[src/rtl/fb_pkg.sv]
// fb_pkg: shared framebuffer geometry, coordinate widths and write-scheduler
// state encoding for the 640x480 framebuffer blocks.
package fb_pkg;

    localparam int FB_WIDTH     = 640;
    localparam int FB_HEIGHT    = 480;
    localparam int FB_PIXELS    = FB_WIDTH * FB_HEIGHT;   // 307200
    localparam int FB_LAST_ADDR = FB_PIXELS - 1;          // 307199

    localparam int FB_X_W    = 10;
    localparam int FB_Y_W    = 9;
    localparam int FB_ADDR_W = 19;

    typedef enum logic {
        IDLE  = 1'b0,
        CLEAR = 1'b1
    } fb_sched_state_t;

endpackage

[src/rtl/fb_xy_to_addr.sv]
// fb_xy_to_addr: combinational pixel (x, y) to linear framebuffer address
// with a bounds check. Shared by the write scheduler and the read scanout.
module fb_xy_to_addr #(
    parameter int ADDR_WIDTH = fb_pkg::FB_ADDR_W,
    parameter int FB_WIDTH   = fb_pkg::FB_WIDTH,
    parameter int FB_HEIGHT  = fb_pkg::FB_HEIGHT
) (
    input  logic [fb_pkg::FB_X_W-1:0] x_i,
    input  logic [fb_pkg::FB_Y_W-1:0] y_i,
    output logic [ADDR_WIDTH-1:0]     addr_o,
    output logic                      in_range_o
);
    import fb_pkg::*;

    logic [ADDR_WIDTH-1:0] x_ext;
    logic [ADDR_WIDTH-1:0] y_ext;
    logic [ADDR_WIDTH-1:0] row_base;

    assign x_ext = ADDR_WIDTH'(x_i);
    assign y_ext = ADDR_WIDTH'(y_i);

    // 640*y is two shifts and an add; other line widths fall back to a multiply.
    generate
        if (FB_WIDTH == 640) begin : g_shift_add
            assign row_base = (y_ext << 9) + (y_ext << 7);
        end else begin : g_mult
            assign row_base = y_ext * ADDR_WIDTH'(FB_WIDTH);
        end
    endgenerate

    assign addr_o     = row_base + x_ext;
    assign in_range_o = (int'(x_i) < FB_WIDTH) && (int'(y_i) < FB_HEIGHT);

endmodule

[src/rtl/fb_write_scheduler.sv]
// fb_write_scheduler: owns the framebuffer write port, arbitrating between a
// full-screen clear sweep and a ready/valid pixel stream. All memory-side
// outputs are registered.
// Optional feature macro: FB_SCHED_DROP_CNT_EN adds a saturating 16-bit count
// of dropped (out-of-range) pixels on output drop_count.
module fb_write_scheduler #(
    parameter int DATA_WIDTH = 1,
    parameter int ADDR_WIDTH = 19,
    parameter int FB_WIDTH   = 640,
    parameter int FB_HEIGHT  = 480
) (
    input  logic                  clk,
    input  logic                  rst_n,
    input  logic                  clear_req,
    input  logic [DATA_WIDTH-1:0] clear_color,
    output logic                  clear_busy,
    output logic                  clear_done,
    input  logic                  px_valid,
    output logic                  px_ready,
    input  logic [9:0]            px_x,
    input  logic [8:0]            px_y,
    input  logic [DATA_WIDTH-1:0] px_data,
    output logic                  mem_we,
    output logic [ADDR_WIDTH-1:0] mem_addr,
    output logic [DATA_WIDTH-1:0] mem_data
`ifdef FB_SCHED_DROP_CNT_EN
    ,
    output logic [15:0]           drop_count
`endif
);
    import fb_pkg::*;

    localparam logic [ADDR_WIDTH-1:0] LAST_ADDR = ADDR_WIDTH'(FB_WIDTH * FB_HEIGHT - 1);

    fb_sched_state_t       state_q, state_d;
    logic [ADDR_WIDTH-1:0] cnt_q, cnt_d;
    logic [DATA_WIDTH-1:0] color_q, color_d;
    logic                  we_q, we_d;
    logic [ADDR_WIDTH-1:0] addr_q, addr_d;
    logic [DATA_WIDTH-1:0] data_q, data_d;
    logic                  done_q, done_d;

    logic [ADDR_WIDTH-1:0] px_addr;
    logic                  px_in_range;
    logic                  px_fire;
    logic                  clr_accept;
    logic                  sweep_last;

    fb_xy_to_addr #(
        .ADDR_WIDTH (ADDR_WIDTH),
        .FB_WIDTH   (FB_WIDTH),
        .FB_HEIGHT  (FB_HEIGHT)
    ) u_xy_to_addr (
        .x_i        (px_x),
        .y_i        (px_y),
        .addr_o     (px_addr),
        .in_range_o (px_in_range)
    );

    assign px_fire    = px_valid && px_ready;
    assign clr_accept = (state_q == IDLE) && clear_req;
    assign sweep_last = (state_q == CLEAR) && (cnt_q == LAST_ADDR);

    // State register; reset aborts any sweep in progress.
    always_ff @(posedge clk or negedge rst_n) begin
        if (!rst_n) begin
            state_q <= IDLE;
        end else begin
            state_q <= state_d;
        end
    end

    // Next state: enter CLEAR on a request, leave after the last address.
    always_comb begin
        state_d = state_q;
        unique case (state_q)
            IDLE:    if (clear_req)  state_d = CLEAR;
            CLEAR:   if (sweep_last) state_d = IDLE;
            default: state_d = IDLE;
        endcase
    end

    // State-decoded outputs; no path from px_valid or clear_req.
    always_comb begin
        px_ready   = (state_q == IDLE);
        clear_busy = (state_q == CLEAR);
    end

    // Write-port next values: sweep owns the port in CLEAR, pixels in IDLE.
    always_comb begin
        cnt_d   = cnt_q;
        color_d = color_q;
        we_d    = 1'b0;
        addr_d  = addr_q;
        data_d  = data_q;
        done_d  = 1'b0;
        if (state_q == CLEAR) begin
            we_d   = 1'b1;
            addr_d = cnt_q;
            data_d = color_q;
            done_d = sweep_last;
            if (!sweep_last) cnt_d = cnt_q + 1'b1;
        end else begin
            if (clr_accept) begin
                cnt_d   = '0;
                color_d = clear_color;
            end
            // A pixel accepted alongside a clear is still written first.
            if (px_fire && px_in_range) begin
                we_d   = 1'b1;
                addr_d = px_addr;
                data_d = px_data;
            end
        end
    end

    // Sweep counter, latched color and registered memory-side outputs.
    always_ff @(posedge clk or negedge rst_n) begin
        if (!rst_n) begin
            cnt_q   <= '0;
            color_q <= '0;
            we_q    <= 1'b0;
            addr_q  <= '0;
            data_q  <= '0;
            done_q  <= 1'b0;
        end else begin
            cnt_q   <= cnt_d;
            color_q <= color_d;
            we_q    <= we_d;
            addr_q  <= addr_d;
            data_q  <= data_d;
            done_q  <= done_d;
        end
    end

    assign mem_we     = we_q;
    assign mem_addr   = addr_q;
    assign mem_data   = data_q;
    assign clear_done = done_q;

`ifdef FB_SCHED_DROP_CNT_EN
    logic [15:0] drop_q;

    // Dropped-pixel counter: zeroed by an accepted clear, saturates at all-ones.
    always_ff @(posedge clk or negedge rst_n) begin
        if (!rst_n) begin
            drop_q <= '0;
        end else if (clr_accept) begin
            drop_q <= '0;
        end else if (px_fire && !px_in_range && (drop_q != 16'hFFFF)) begin
            drop_q <= drop_q + 16'd1;
        end
    end

    assign drop_count = drop_q;
`endif

endmodule
[config.mk]
export PLATFORM = sky130hd
export DESIGN_NAME = fb_write_scheduler
export DESIGN_NICKNAME = d
export VERILOG_FILES = /design/src/rtl/fb_pkg.sv /design/src/rtl/fb_xy_to_addr.sv /design/src/rtl/fb_write_scheduler.sv
export SDC_FILE = /design/constraint.sdc
export NUM_CORES = 1
export LEC_CHECK = 0
export ABC_AREA = 1
export BUFFER_PORTS_ARGS = -buffer_cell sky130_fd_sc_hd__buf_4
export CORE_ASPECT_RATIO = 2
export CORE_MARGIN = 3
export CORE_UTILIZATION = 52
export DETAILED_ROUTE_END_ITERATION = 8
export GPL_ROUTABILITY_DRIVEN = 0
export GPL_TIMING_DRIVEN = 1
export PLACE_DENSITY = 0.86
export REMOVE_ABC_BUFFERS = 1
export SETUP_SLACK_MARGIN = 0.02
export SLEW_MARGIN = 20
export SYNTH_ARGS = -nofsm -noshare
export SYNTH_HDL_FRONTEND = slang
export SYNTH_SLANG_ARGS = --single-unit
[constraint.sdc]
create_clock -name clk -period 1.9 [get_ports clk]
set_clock_uncertainty 0.15 [all_clocks]
set_input_delay 0.57 -clock clk [delete_from_list [all_inputs] [get_ports clk]]
set_output_delay 0.57 -clock clk [all_outputs]
set_load 0.03 [all_outputs]
-- Word-level counts from Yosys, hierarchy flattened
Cells that the tools add are included.
- flip-flop bits (word level): 43
- latch bits: 0
- RAM bits: 0
- bits in read-only memories: 0
- bits of input ports: 25
- output and inout bits: 24
- logic and storage cells: 37
- memories: 0
- add/subtract/negate cells: 3
- multiply operators: 0
- div/mod/pow operators: 0
- $lt $le $gt $ge: 2
- equality and inequality tests: 2
- shift operators: 0
- mux-type cells: 13
- bitwise logic cells: 1
- reductions and logical operators: 9
- operators with widths (operator ; count):
    $mux 19 ; 5
    $add 18x16->19 ; 1
    $add 19x1->19 const B ; 1
    $add 19x10->19 ; 1
    $eq 19x19->1 const B ; 1
    $lt 10x10->1 const B ; 1
    $lt 9x9->1 const B ; 1
    $mux 1 ; 7
    $logic_and 1x1->1 ; 5
    $reduce_and 2->1 ; 2
    $reduce_bool 2->1 ; 2
    $ne 2x2->1 const B ; 1
    $pmux 1 s2 ; 1
    $not 1->1 ; 1

-- Logic depth before layout (Yosys ltp)
- word-level depth: 5
- mapped depth: 13
- depth with buffers taken out: 13

-- Modules after synthesis
From an unflattened synthesis, not the netlist that was laid out.
- cell total of the unflattened synthesis: 401
- area total of the unflattened synthesis: 2974.1 µm²
- modules (own cells, without submodules) (module ; times used ; cells each ; area each (µm²) ; sequential area each (µm²)):
    fb_write_scheduler ; 1 ; 289 ; 2277.2 ; 1076.0
    fb_xy_to_addr ; 1 ; 112 ; 696.9 ; 0.0

-- Least setup slack after synthesis
OpenSTA, ideal clock, no wires.
- kind: input-to-reg
- start point: input port px_x[9]
- end point: register addr_q[14] (netlist: mem_addr[14])
- setup time: 117 ps
- arrival time: 2171 ps
- data required time: 1633 ps
- path slack: -538 ps
- stages: 12
- path buffers: 0
- cells stage by stage: inv_1 -> fa_1 -> inv_1 -> fa_1 -> nand3_1 -> nand3_1 -> nand2_1 -> nand2_1 -> nand2_1 -> nand3_1 -> nand2_1 -> nand2_1
- cells in the longest elaborated chain, start to end: 4
- elaborated cells between the ends (all ways): 7
- classes of those cells: 1 x add/sub; 1 x order compare; 2 x mux; 3 x reduce/logical
- ends and longest elaborated chain (item ; line ; RTL):
    start, declared ; fb_write_scheduler.sv:20 ; input logic [9:0] px_x,
    branches (longest 4 deep; another with $add 19x10->19) ; n/a ;
    end signal, assigned ; fb_write_scheduler.sv:130 ; addr_q <= addr_d;
    end, declared ; fb_write_scheduler.sv:39 ; logic [ADDR_WIDTH-1:0] addr_q, addr_d;
Several ways; the timed one is not identified. The select of a mux whose other input is x is not followed.
A chain may end at the register's enable or synchronous reset.

-- Worst setup path after layout
- start point: input port px_y[2]
- end point: register addr_q[16] (netlist: mem_addr[16])
- cells in the longest elaborated chain, start to end: 4
- elaborated cells between the ends (all ways): 8
- classes of those cells: 2 x add/sub; 1 x order compare; 2 x mux; 3 x reduce/logical
- ends and longest elaborated chain (item ; line ; RTL):
    start, declared ; fb_write_scheduler.sv:21 ; input logic [8:0] px_y,
    $add 18x16->19 / $lt 9x9->1 (equally long branches) ; fb_xy_to_addr.sv:25, fb_xy_to_addr.sv:32 ;
    $add 19x10->19 / $logic_and 1x1->1 (equally long branches) ; fb_xy_to_addr.sv:31, fb_xy_to_addr.sv:32 ;
    $mux 19 / $logic_and 1x1->1 (equally long branches) ; fb_write_scheduler.sv:109 ; if (px_fire && px_in_range) begin
    $mux 19 / $reduce_bool 2->1 (equally long branches) ; n/a ;
Several ways; a longest one is shown, not always the timed one. The select of a mux whose other input is x is not followed.

==> summary.txt <==
CTS
  • Clock Tree Buf Depth: 2
  • H-tree Lvls: 2
  • CTS tree: built
  • Worst skew pair latency: 300 ps
  • Clock transition at path regs: 80 ps
  • Root Driver: clkbuf_8
  • CTS Buf Count: 5
  • Clk sink count: 43

Timing
  • Final period util: 111%
  • Fin crit period: 2120 ps
  • Setup violations, final: 10
  • Fin Setup TNS: -1520 ps
  • Worst slew margin: 63.4%
  • Worst slew pin tran: 550 ps
  • RSZ-0062 raised after global routing: yes
  • Final WS setup: -217 ps
  • Max Slew Vio Count: 0
  • Max Clk Rate: 472 MHz
  • Hold slack: 102 ps
  • Hold Vio Cnt, Final: 0

Cells and area
  • Final instance area: 3910 um^2
  • ANT cells: 0
  • Area of the multi-input gates: 1820 um^2
  • Reg area: 1080 um^2
  • Nets: 556
  • Layout area overhead: 29.1%
  • Fillers: 453
  • Share of post-route cells with drive strength above 1: 26.4%
  • Core Util, Final: 70.9%

Run
  • Max-Cap Viols: 0

Run status
  • Failing checks: setup timing
  • Status: complete, but fails checks

Drt
  • Total Wirelength: 8270 um
  • Drt wl/cell: 14.5 um
  • Final ANT Viol Nets: 0
  • Vias per cell: 5.54
  • First-pass iteration count of the detailed router: 4
  • Vias post-DR: 3,164
  • DRC Markers: 0
  • Starting DRC count in detailed routing: 130

Global routing
  • Pin count of the biggest net entering global routing: 44
  • Total congestion overflow: 0
  • Vias in the first global route: 3,227
  • Initial antenna violation count: 0
  • Global-route wire length before repair: 14,000 um
  • Tot GR Track Use: 26.4%

Yosys
  • Post-synth top area share: 35.6%
  • Primary FF master, synth: dfrtp_1
  • Distinct cells, synth: 33
  • Share of the yosys chip area belonging to registers: 35.6%
  • Syn Area/Cell: 7.06 um^2
  • Post-Syn Area: 3030 um^2
  • Asr flop ratio synth: 100%
  • EDFF count, synth: 0
  • Post-synth top area cell: dfrtp_1
  • Syn. warnings: 0
  • Synthesized instance count: 429
  • Most frequent cell after synthesis: nand2_1
  • Post-synthesis register bit count: 43
  • Most frequent cells after synthesis: 136 x nand2_1, 57 x nor2_1, 46 x nand3_1
  • Ranking of synthesized cells by area: dfrtp_1 36%, nand2_1 17%, nand3_1 7.6%, ha_1 7.4%, nor2_1 7.1%

Min path
  • Worst min path class: in2async

Worst setup path
  • Worst Setup Start Kind: primary input
  • Crit-path cells: buf_8, inv_4, fa_1, inv_2, fa_2, nand3_2, nand3_4, nand2_2, nand2_1, nand2_1, nand3_1, nand2_1, nand2_1
  • Critical Path AT: 2170 ps
  • CP max FO: 3
  • CP peak stage delay: 540 ps
  • Crit path required time: 1960 ps
  • Slowest CP cell: fa_1
  • Crit path kind: in2reg
  • Critical Path End Type: flip-flop
  • Most used cell, CP: nand2_1

Place
  • Area of placed instances: 3660 um^2
  • IO Port Bufs: 48
  • DP HPWL: 6440 um

Floorplanning
  • Die X-Extent: 59.9 um
  • Full die area: 6830 um^2
  • CORE AREA: 5520 um^2
  • Die height: 114 um
  • Starting density of the core: 54.9%
  • Io pins: 49
  • FP Rows: 38

Power
  • Worst IR drop on VDD: 0.456 mV
  • PD cells: 485 nW/um^2
  • Leakage power: 0.00204 uW
  • Total Power: 1900 uW
cell usage in the layout, fill, tap and decap left out, drive strengths merged, types with 2 or more instances in the layout:
| cell | n |
|---|---|
| fa | 2 |
| ha | 18 |
| a21oi | 11 |
| inv | 45 |
| o31ai | 10 |
| nand3 | 46 |
| xnor2 | 3 |
| nor2 | 61 |
| xor2 | 4 |
| clkbuf | 6 |
| nand4 | 12 |
| buf | 87 |
| dfrtp | 43 |
| nand2 | 142 |
| o211ai | 2 |
| o21ai | 13 |
timing repair:
action                     in CTS  in global routing
hold endpoints to repair        0                  0
pin swaps                      14                  3
setup endpoints to repair      16                 22
resized for setup              20                 20
buffers inserted                0                  3
hold buffers                    0                  0
critical path: cells and delay by family:
| kind | cells | cell delay, ps |
|---|---|---|
| adders and majority gates | 2 | 880 |
| and+or+nand+nor | 8 | 570 |
| buffers and inverters | 3 | 160 |
routing by layer:
metal	track usage [%]	part of all wire (%)	wire [um]
met1	26.5	35	2890
met2	47.8	56	4600
met3	3.62	3.5	292
met4	17.0	5.9	485
met5	0	0	0
cell families after synthesis:
kind of cell / synth area share (%)
xor gates and xnor gates: 2.03
adders and majority gates: 8.76
buffers and inverters: 7.81
AOI/OAI and AO/OA: 7.81
muxes: 0.372
and+or+nand+nor: 37.7
DFF: 35.6
through the flow:
step,setup slack [ps],std cells
floorplan,-1530,417
global placement,-685,561
detailed placement,-721,561
CTS,-221,568
global route,-303,571
finish,-217,571
layout make-up:
| class | instances | share of cell area [%] |
|---|---|---|
| Inverter | 45 | 4.45 |
| Clock inverter | 1 | 0.128 |
| Multi-Input combinational cell | 329 | 46.6 |
| Tap cell | 60 | 1.92 |
| Timing Repair Buffer | 87 | 17.2 |
| Clock buffer | 6 | 2.11 |
| Sequential cell | 43 | 27.6 |
sequential cells by signal, indices dropped and copies added, names as in the netlist:
register and flops:
cnt_q 19, mem_addr 19, clear_busy 1, clear_done 1, mem_we 1, mem_data 1
color_q 1
where the power goes:
group | switching, uW | total [uW] | leakage (uW) | internal [uW]
combinational | 206 | 383 | 0.00151 | 177
sequential | 0 | 914 | 0.000478 | 914
clock | 314 | 600 | 0.0000470 | 285
path summary, 6_finish.rpt:
| path | slack [ps] | end | cells past startpoint | start |
|---|---|---|---|---|
| worst max-delay path | -220 | mem_addr[16] | 13 | px_y[2] |
| worst min-delay path | 100 | mem_data | 1 | rst_n |
| worst max register to register | 140 | cnt_q[12] | 10 | cnt_q[0] |
| worst min register to register | 340 | mem_addr[10] | 2 | mem_addr[10] |
| max in group asynchronous | 1110 | clear_busy | 1 | rst_n |
| min in group clk | 340 | mem_addr[10] | 2 | mem_addr[10] |
Power figures use the tool's default switching activity.
